### src/rtl/serial_pattern_pkg.sv
// rtl/serial_pattern_pkg.sv - shared types and defaults for the serial pattern scanner
package serial_pattern_pkg;

    typedef enum logic [1:0] {
        IDLE   = 2'd0,
        SHIFT  = 2'd1,
        FLUSH  = 2'd2,
        REPORT = 2'd3
    } state_t;

    localparam int DEF_DATA_W = 8;
    localparam int DEF_PAT_W  = 4;
    localparam logic [DEF_PAT_W-1:0] DEF_RST_PAT = 4'b1011;

    // Step counter must also hold DATA_W so FLUSH can address mask bit 0.
    function automatic int step_w(input int data_w);
        return $clog2(data_w + 1);
    endfunction

endpackage

### src/rtl/serial_pattern_scanner_if.sv
// rtl/serial_pattern_scanner_if.sv - word-in / result-out handshake bundle
interface serial_pattern_scanner_if
    import serial_pattern_pkg::*;
#(
    parameter int DATA_W = DEF_DATA_W,
    parameter int CNT_W  = $clog2(DATA_W + 1)
);
    logic              in_valid;
    logic              in_ready;
    logic [DATA_W-1:0] in_data;
    logic              out_valid;
    logic              out_ready;
    logic [CNT_W-1:0]  out_count;
    logic [DATA_W-1:0] out_mask;

    modport master (
        output in_valid, in_data, out_ready,
        input  in_ready, out_valid, out_count, out_mask
    );

    modport slave (
        input  in_valid, in_data, out_ready,
        output in_ready, out_valid, out_count, out_mask
    );
endinterface

### src/rtl/moore_pattern_det.sv
// rtl/moore_pattern_det.sv - bit-serial fixed-length pattern detector with registered hit
module moore_pattern_det
    import serial_pattern_pkg::*;
#(
    parameter int PAT_W = DEF_PAT_W
)(
    input  logic             clk,
    input  logic             rst,
    input  logic             clear,
    input  logic             shift_en,
    input  logic             bit_in,
    input  logic [PAT_W-1:0] pattern,
    input  logic             overlap,
    output logic             hit
);
    localparam int VC_W = $clog2(PAT_W + 1);

    logic [PAT_W-1:0] hist_q;
    logic [PAT_W-1:0] hist_next;
    logic [PAT_W:0]   hist_ext;
    logic [VC_W-1:0]  vcnt_q;
    logic [VC_W-1:0]  vcnt_next;
    logic             match;

    always_comb begin
        hist_ext  = {hist_q, bit_in};
        hist_next = hist_ext[PAT_W-1:0];
        vcnt_next = (vcnt_q == VC_W'(PAT_W)) ? vcnt_q : vcnt_q + VC_W'(1);
        match     = (vcnt_next == VC_W'(PAT_W)) && (hist_next == pattern);
    end

    // Without overlap only the valid count restarts; stale history bits never
    // satisfy the compare until PAT_W fresh bits have arrived.
    always_ff @(posedge clk or negedge rst) begin
        if (!rst) begin
            hist_q <= '0;
            vcnt_q <= '0;
            hit    <= 1'b0;
        end else if (clear) begin
            hist_q <= '0;
            vcnt_q <= '0;
            hit    <= 1'b0;
        end else if (shift_en) begin
            hist_q <= hist_next;
            vcnt_q <= (match && !overlap) ? '0 : vcnt_next;
            hit    <= match;
        end else begin
            hit    <= 1'b0;
        end
    end

endmodule

### src/rtl/serial_pattern_scanner.sv
// rtl/serial_pattern_scanner.sv - word controller sequencing the serial pattern detector
module serial_pattern_scanner
    import serial_pattern_pkg::*;
#(
    parameter int               DATA_W  = DEF_DATA_W,
    parameter int               PAT_W   = DEF_PAT_W,
    parameter logic [PAT_W-1:0] RST_PAT = PAT_W'(DEF_RST_PAT),
    parameter int               CNT_W   = $clog2(DATA_W + 1)
)(
    input  logic                    clk,
    input  logic                    rst,
    input  logic                    cfg_we,
    input  logic [PAT_W-1:0]        cfg_pattern,
    input  logic                    cfg_overlap,
    serial_pattern_scanner_if.slave bus,
    output logic                    a_out,
    output logic                    bit_valid,
    output logic                    hit
);
    localparam int STEP_W = step_w(DATA_W);

    state_t            state_q;
    state_t            state_next;
    logic [PAT_W-1:0]  pattern_q;
    logic              overlap_q;
    logic [DATA_W-1:0] word_q;
    logic [STEP_W-1:0] step_q;
    logic [CNT_W-1:0]  count_q;
    logic [DATA_W-1:0] mask_q;
    logic [DATA_W-1:0] hit_onehot;
    logic              accept;
    logic              record;
    logic              shift_en;
    logic              idle_st;

    always_ff @(posedge clk or negedge rst) begin
        if (!rst) begin
            state_q <= IDLE;
        end else begin
            state_q <= state_next;
        end
    end

    always_comb begin
        state_next = state_q;
        case (state_q)
            IDLE:    if (bus.in_valid) state_next = SHIFT;
            SHIFT:   if (step_q == STEP_W'(DATA_W - 1)) state_next = FLUSH;
            FLUSH:   state_next = REPORT;
            REPORT:  if (bus.out_ready) state_next = IDLE;
            default: state_next = IDLE;
        endcase
    end

    // in_ready is gated by reset so every output reads 0 while reset is held.
    always_comb begin
        idle_st       = (state_q == IDLE);
        shift_en      = (state_q == SHIFT);
        bit_valid     = shift_en;
        bus.out_valid = (state_q == REPORT);
        bus.in_ready  = idle_st & rst;
        a_out         = shift_en & word_q[DATA_W-1];
    end

    assign accept = idle_st && bus.in_valid;
    assign record = hit && ((state_q == SHIFT) || (state_q == FLUSH));

    // A hit seen now belongs to the previous step, i.e. word bit DATA_W-step.
    always_comb begin
        hit_onehot = '0;
        for (int k = 0; k < DATA_W; k++) begin
            if (k == DATA_W - int'(step_q)) hit_onehot[k] = 1'b1;
        end
    end

    always_ff @(posedge clk or negedge rst) begin
        if (!rst) begin
            pattern_q <= RST_PAT;
            overlap_q <= 1'b1;
            word_q    <= '0;
            step_q    <= '0;
            count_q   <= '0;
            mask_q    <= '0;
        end else begin
            if (cfg_we && idle_st) begin
                pattern_q <= cfg_pattern;
                overlap_q <= cfg_overlap;
            end
            if (accept) begin
                word_q  <= bus.in_data;
                step_q  <= '0;
                count_q <= '0;
                mask_q  <= '0;
            end else if (shift_en) begin
                word_q  <= word_q << 1;
                step_q  <= step_q + STEP_W'(1);
            end
            if (record) begin
                count_q <= count_q + CNT_W'(1);
                mask_q  <= mask_q | hit_onehot;
            end
        end
    end

    assign bus.out_count = count_q;
    assign bus.out_mask  = mask_q;

    moore_pattern_det #(
        .PAT_W (PAT_W)
    ) u_det (
        .clk      (clk),
        .rst      (rst),
        .clear    (accept),
        .shift_en (shift_en),
        .bit_in   (a_out),
        .pattern  (pattern_q),
        .overlap  (overlap_q),
        .hit      (hit)
    );

endmodule

### src/flat_wrapper.sv
// flat-port wrapper written by rule: the top's interface ports become plain ports
module serial_pattern_scanner_flat import serial_pattern_pkg::*;
#(
    parameter int               DATA_W  = DEF_DATA_W,
    parameter int               PAT_W   = DEF_PAT_W,
    parameter logic [PAT_W-1:0] RST_PAT = PAT_W'(DEF_RST_PAT),
    parameter int               CNT_W   = $clog2(DATA_W + 1)
)
  (clk, rst, cfg_we, cfg_pattern, cfg_overlap, a_out, bit_valid, hit, bus_in_valid, bus_in_data, bus_out_ready, bus_in_ready, bus_out_valid, bus_out_count, bus_out_mask);
  serial_pattern_scanner_if #(.DATA_W(DATA_W), .CNT_W(CNT_W)) bus_i ();
  input  logic clk;
  input  logic rst;
  input  logic cfg_we;
  input  logic [PAT_W-1:0] cfg_pattern;
  input  logic cfg_overlap;
  output logic a_out;
  output logic bit_valid;
  output logic hit;
  input wire logic [$bits(bus_i.in_valid)-1:0] bus_in_valid;
  input wire logic [$bits(bus_i.in_data)-1:0] bus_in_data;
  input wire logic [$bits(bus_i.out_ready)-1:0] bus_out_ready;
  output wire logic [$bits(bus_i.in_ready)-1:0] bus_in_ready;
  output wire logic [$bits(bus_i.out_valid)-1:0] bus_out_valid;
  output wire logic [$bits(bus_i.out_count)-1:0] bus_out_count;
  output wire logic [$bits(bus_i.out_mask)-1:0] bus_out_mask;
  assign bus_i.in_valid = bus_in_valid;
  assign bus_i.in_data = bus_in_data;
  assign bus_i.out_ready = bus_out_ready;
  assign bus_in_ready = bus_i.in_ready;
  assign bus_out_valid = bus_i.out_valid;
  assign bus_out_count = bus_i.out_count;
  assign bus_out_mask = bus_i.out_mask;
  serial_pattern_scanner #(.DATA_W(DATA_W), .PAT_W(PAT_W), .RST_PAT(RST_PAT), .CNT_W(CNT_W)) u_core (.clk(clk), .rst(rst), .cfg_we(cfg_we), .cfg_pattern(cfg_pattern), .cfg_overlap(cfg_overlap), .bus(bus_i), .a_out(a_out), .bit_valid(bit_valid), .hit(hit));
endmodule
### config.mk
export PLATFORM = sky130hd
export DESIGN_NAME = serial_pattern_scanner_flat
export DESIGN_NICKNAME = d
export VERILOG_FILES = /design/src/rtl/serial_pattern_pkg.sv /design/src/rtl/serial_pattern_scanner_if.sv /design/src/rtl/moore_pattern_det.sv /design/src/rtl/serial_pattern_scanner.sv /design/src/flat_wrapper.sv
export SDC_FILE = /design/constraint.sdc
export NUM_CORES = 1
export LEC_CHECK = 0
export BUFFER_PORTS_ARGS = -buffer_cell sky130_fd_sc_hd__buf_2
export CAP_MARGIN = 10
export CORE_ASPECT_RATIO = 0.6
export CORE_MARGIN = 2
export CORE_UTILIZATION = 35
export DETAILED_ROUTE_END_ITERATION = 7
export PLACE_DENSITY_LB_ADDON = 0.3
export SKIP_CTS_REPAIR_TIMING = 1
export SLEW_MARGIN = 10
export SYNTH_ARGS = -nofsm -noshare
export SYNTH_HDL_FRONTEND = slang
export SYNTH_SLANG_ARGS = --single-unit
### constraint.sdc
create_clock -name clk -period 1.9 [get_ports clk]
set_input_delay 0.38 -clock clk [delete_from_list [all_inputs] [get_ports clk]]
set_output_delay 0.38 -clock clk [all_outputs]
set_load 0.005 [all_outputs]
=== Yosys cells after proc, flatten, opt, wreduce, memory -nomap -nowiden ===
Cells that the tools add are included.
Widths: inputs -> output; s select.

* Add/subtract/negate cells: 4
* Eq/ne operators: 17
* Mux-type cells: 28
* Bitwise operators: 3
* Reductions and logical operators: 12

{| class="wikitable"
|+ Operators by type and width
! operator !! number
|-
| $eq 4x32->1 const A || 4
|-
| $eq 3x32->1 const A || 2
|-
| $eq 2x32->1 const A || 1
|-
| $logic_not 32->1 || 1
|-
| $mux 8 || 4
|-
| $mux 3 || 6
|-
| $mux 4 || 4
|-
| $mux 1 || 10
|-
| $add 4x1->4 const B || 2
|-
| $or 8x8->8 || 1
|-
| $pmux 2 s4 || 1
|-
| $eq 3x3->1 const B || 2
|-
| $mux 2 || 3
|-
| $logic_and 1x1->1 || 5
|-
| $sub 4x4->5 const A || 1
|-
| $eq 2x2->1 const B || 2
|-
| $eq 4x3->1 const B || 1
|-
| $eq 4x4->1 || 1
|-
| $ne 2x2->1 const B || 2
|-
| $reduce_bool 2->1 || 2
|-
| $add 3x1->3 const B || 1
|-
| $reduce_and 3->1 || 1
|-
| $and 1x1->1 || 2
|-
| $eq 2x1->1 const B || 1
|-
| 4 further kinds || 4
|}

* Flip-flop bits (word level): 38
* Bits of input ports: 18

=== Longest topological paths before layout ===
* Depth after elaboration: 8
* Depth in mapped cells: 7
* Mapped depth without buffers: 5

=== Modules after synthesis ===
A second synthesis with hierarchy kept.

* Cells, all modules: 185
* Area, all modules: 1970.6 um2

{| class="wikitable"
|+ Modules (own cells, without submodules)
! module !! instances !! cells an instance !! area an instance (um2) !! seq. area each (um2)
|-
| serial_pattern_scanner || 1 || 147 || 1560.2 || 780.7
|-
| moore_pattern_det || 1 || 38 || 410.4 || 175.2
|}

=== Worst setup path after synthesis ===
OpenSTA, ideal clock, no wires.

* Kind: reg-to-reg
* Start point: register u_core.state_q[0]
* End point: register u_core.state_q[1]
* Library setup time: 0.125 ns
* Arrival: 1.458 ns
* Slack: 0.318 ns
* Cell stages (with the launch flop): 5
* Path buffers: 0
* Period minus slack after synthesis: 1.582 ns
* Cell sequence: dfrtp_1 inv_1 ha_1 a222oi_1 mux2_2

* Longest elaborated chain between the ends: 3
* Elaborated cells between the ends (all ways): 9
* Classes of those cells: 6 x eq/ne; 1 x mux; 2 x reduce/logical

{| class="wikitable"
|+ Ends and longest elaborated chain
! what !! line !! source
|-
| from (decl) || serial_pattern_scanner.sv:22 || <nowiki>state_t state_q;</nowiki>
|-
| from (signal assigned) || serial_pattern_scanner.sv:40 || <nowiki>state_q <= state_next;</nowiki>
|-
| $eq 2x2->1 (tied with other cells) || serial_pattern_scanner.sv:46 || <nowiki>case (state_q)</nowiki>
|-
| $ne 2x2->1 (no source line) / $ne 2x1->1 (equally long branches) || n/a ||
|-
| $reduce_and 3->1 (no source line) || n/a ||
|}

Several ways; a longest one is shown, not always the timed one.
A chain may end at the register's enable or synchronous reset.

=== Final worst setup path ===
* Start point: register u_core.state_q[1]
* End point: output port bit_valid

* Longest elaborated chain between the ends: 1

{| class="wikitable"
|+ Ends and longest elaborated chain
! what !! line !! source
|-
| $eq 2x1->1 || serial_pattern_scanner.sv:58 || <nowiki>shift_en = (state_q == SHIFT);</nowiki>
|-
| to (decl) || flat_wrapper.sv:17 || <nowiki>output logic bit_valid;</nowiki>
|}

Every way passes these cells.

==> run metrics <==
Clock Tree Buf Depth=2; CTS root buffer=clkbuf_8; largest net degree at the start of global routing=39; core area=between 5000 and 6000 µm²; die height=61.7 µm; CP Max Fanout=8; Final ANT Viol Nets=0; ANT cells=0; met3 Usage GRT=0.0436; nets@finish=248; Top FF cell, synth=dfrtp_1; Slowest Stage Delay on Critical Path=0.41 ns; share of layout cells above drive strength 1=0.290; worst-case clock skew=0.00446 ns; site row count=20; Setup Crit Path Kind=reg2out; via count=1382; Final Slew Violations=0; clock network fraction of design power=0.164; Sw Share=0.383; slowest CP cell=dfrtp_1; HPWL after DPL=2940 µm; Multi-input gate area=947 µm²; All-Layer GR Usage=0.142; die area=6190 µm²; first-pass GRT wire length=6580 µm; Internal Dissipation=0.00201 W; routed vias/inst=4.88; total power=0.00326 W; Syn Nets=206; #FFs+latches synth=38; RD Place Congestion=roughly 0.74; Worst EP required=1.52 ns; Layout Cells excl Fill=283; Mean Syn Cell Area=11.2 µm²; routing usage on met2=0.201; Max-slew headroom=0.674; FF+latch area=956 µm²; CTS buffer count=5; Routed WL per cell=14.2 µm; Die Width=about 100 µm; Hold Fails Final Rpt=0; Final period util=0.932; DRT Wirelength=4030 µm; CP top delay family=buffers and inverters; area delta synth->final=19.0%; crit path DAT=1.39 ns; number of global-route vias before repair=1345; H-tree levels=2; drt first pass iters=4; Slew @ Worst Pin=0.489 ns; Pleak=1.13 nW; gr ovfl total=0; grt met1 use=0.211; worst hold path class=in2async; Setup crit start kind=flop; maxcap violations=0; Buf/Inv on CP=3; Async S/R FF share, synth=1.00; setup_tns=0 ns; Top Ports=35; CP endpoint kind=primary output; dpl cell area=2220 µm²; Logic pwr share=0.430; Flop pwr share=0.406; Syn Std Cell Area=1940 µm²; gr busiest metal=met1; Layout fillers=521; Initial Utilization=0.374; Clock Latency Late Sink=0.29 ns; drt initial violations=39; P per Cell Area=1410 nW/µm²; final setup fails=0; Yosys warning count=0; final instance area=2310 µm²; Critical Path, Cell by Cell=inv_1, ha_2, buf_4, buf_2; Port Buffers=34; DRC=0; fmax=565 MHz; Peak VDD IR=0.384 mV; EDFF count, synth=0; Yosys cell types=35; Gate Count Post-Synth=174; status=completed; antenna violations before repair=0; # placed instances=275; Worst-path clk slew=approximately 0.07 ns; CTS sink cnt=38; RSZ-0062 raised after global routing=false; crit path time final=roughly 1.8 ns; NetSw=0.00125 W; CTS tree=done; sequential element share of the synthesized area=0.492
[layout make-up]
cell class,count,share of cell area
Sequential cell,38,0.413
Inverter,9,0.0146
Timing Repair Buffer,40,0.0930
Clock buffer,8,0.0346
Tap cell,66,0.0357
Multi-Input combinational cell,122,0.409
[power by group through the flow]
stage	Clock (W)	Combinational [W]	Sequential, W
finish	0.000536	0.00140	0.00132
global route	0.000586	0.00157	0.00137
CTS	0.000551	0.00138	0.00132
detailed placement	0	0.00138	0.00134
global placement	0	0.00137	0.00133
floorplan	0	0.00105	0.00128
[state kept, by name, indices dropped and copies added (netlist names)]
name / cells
u_core.state_q: 2
u_core.u_det.hit: 1
u_core.u_det.hist_q: 3
u_core.bus.out_count: 4
u_core.overlap_q: 1
u_core.u_det.vcnt_q: 3
u_core.word_q: 8
u_core.pattern_q: 4
u_core.bus.out_mask: 8
u_core.step_q: 4
[metal layers]
layer / routed length [µm] / vias to the layer above
met2: 1600 / 30
met3: 202 / 2
met5: 0 / -
li1: - / 696
met1: 2190 / 654
met4: 28 / 0
[layout by cell type, fill, tap and decap left out, types with 2 or more instances in the layout]
master | Yosys | layout
a21oi_1 | 3 | 2
a32o_1 | 8 | 8
and2_1 | 3 | 3
buf_2 | 3 | 34
buf_4 | 0 | 6
clkbuf_1 | 2 | 3
clkbuf_8 | 0 | 5
dfrtp_1 | 34 | 34
dfstp_2 | 4 | 4
ha_1 | 14 | 13
inv_1 | 9 | 9
mux2_2 | 6 | 6
mux2i_1 | 12 | 12
nand2_1 | 15 | 15
nand2b_1 | 2 | 2
nand3_1 | 8 | 8
nand3b_1 | 2 | 2
nor2_1 | 10 | 10
nor3_1 | 3 | 3
o21ai_0 | 10 | 10
xnor2_1 | 3 | 3
xor2_1 | 7 | 7
[worst paths after layout]
check | start | endpoint | slack (ns) | depth (start not counted)
hold / removal | rst | u_core.u_det.hist_q[0] | 0.15 | 2
hold reg to reg | u_core.bus.out_mask[6] | u_core.bus.out_mask[6] | 0.49 | 1
min in group clk | bus_in_data[5] | u_core.word_q[5] | 0.29 | 3
setup reg to reg | u_core.step_q[0] | u_core.bus.out_mask[2] | 0.14 | 5
max in group asynchronous | rst | u_core.pattern_q[0] | 1.40 | 2
setup / recovery | u_core.state_q[1] | bit_valid | 0.13 | 4
[stage by stage]
step / util / hold slack [ns] / setup WS, ns
after floorplan: - / 0.0844 / 0.318
after global placement: 0.426 / 0.474 / 0.171
after detailed placement: 0.426 / 0.480 / 0.0639
after CTS: 0.442 / 0.171 / 0.0536
after global routing: 0.445 / 0.197 / 0.0237
final: 0.445 / 0.149 / 0.129
[synthesized netlist by cell type (2+ instances only)]
| master | number | area [µm²] |
|---|---|---|
| xor2_1 | 7 | 61.3 |
| a21oi_1 | 3 | 15.0 |
| nor2_1 | 10 | 37.5 |
| o31ai_2 | 2 | 25.0 |
| and2_1 | 3 | 18.8 |
| dfrtp_1 | 34 | 851 |
| clkbuf_1 | 2 | 7.51 |
| dfstp_2 | 4 | 105 |
| nand2_1 | 15 | 56.3 |
| mux2_2 | 6 | 67.6 |
| o21ai_0 | 10 | 50.1 |
| nand3b_1 | 2 | 15.0 |
| nand3_1 | 8 | 40.0 |
| buf_2 | 3 | 15.0 |
| xnor2_1 | 3 | 26.3 |
| inv_1 | 9 | 33.8 |
| nor3_1 | 3 | 15.0 |
| nand2b_1 | 2 | 12.5 |
| mux2i_1 | 12 | 120 |
| a32o_1 | 8 | 80.1 |
| ha_1 | 14 | 175 |
[logic make-up after synthesis]
family	count (synthesis)	share of synthesized area
buffers and inverters	14	0.0290
DFF	38	0.492
muxes	18	0.0965
adders and majority gates	14	0.0901
xor gates and xnor gates	10	0.0450
and+or+nand+nor	49	0.124
AOI/OAI and AO/OA	31	0.124
Power figures use the tool's default switching activity.
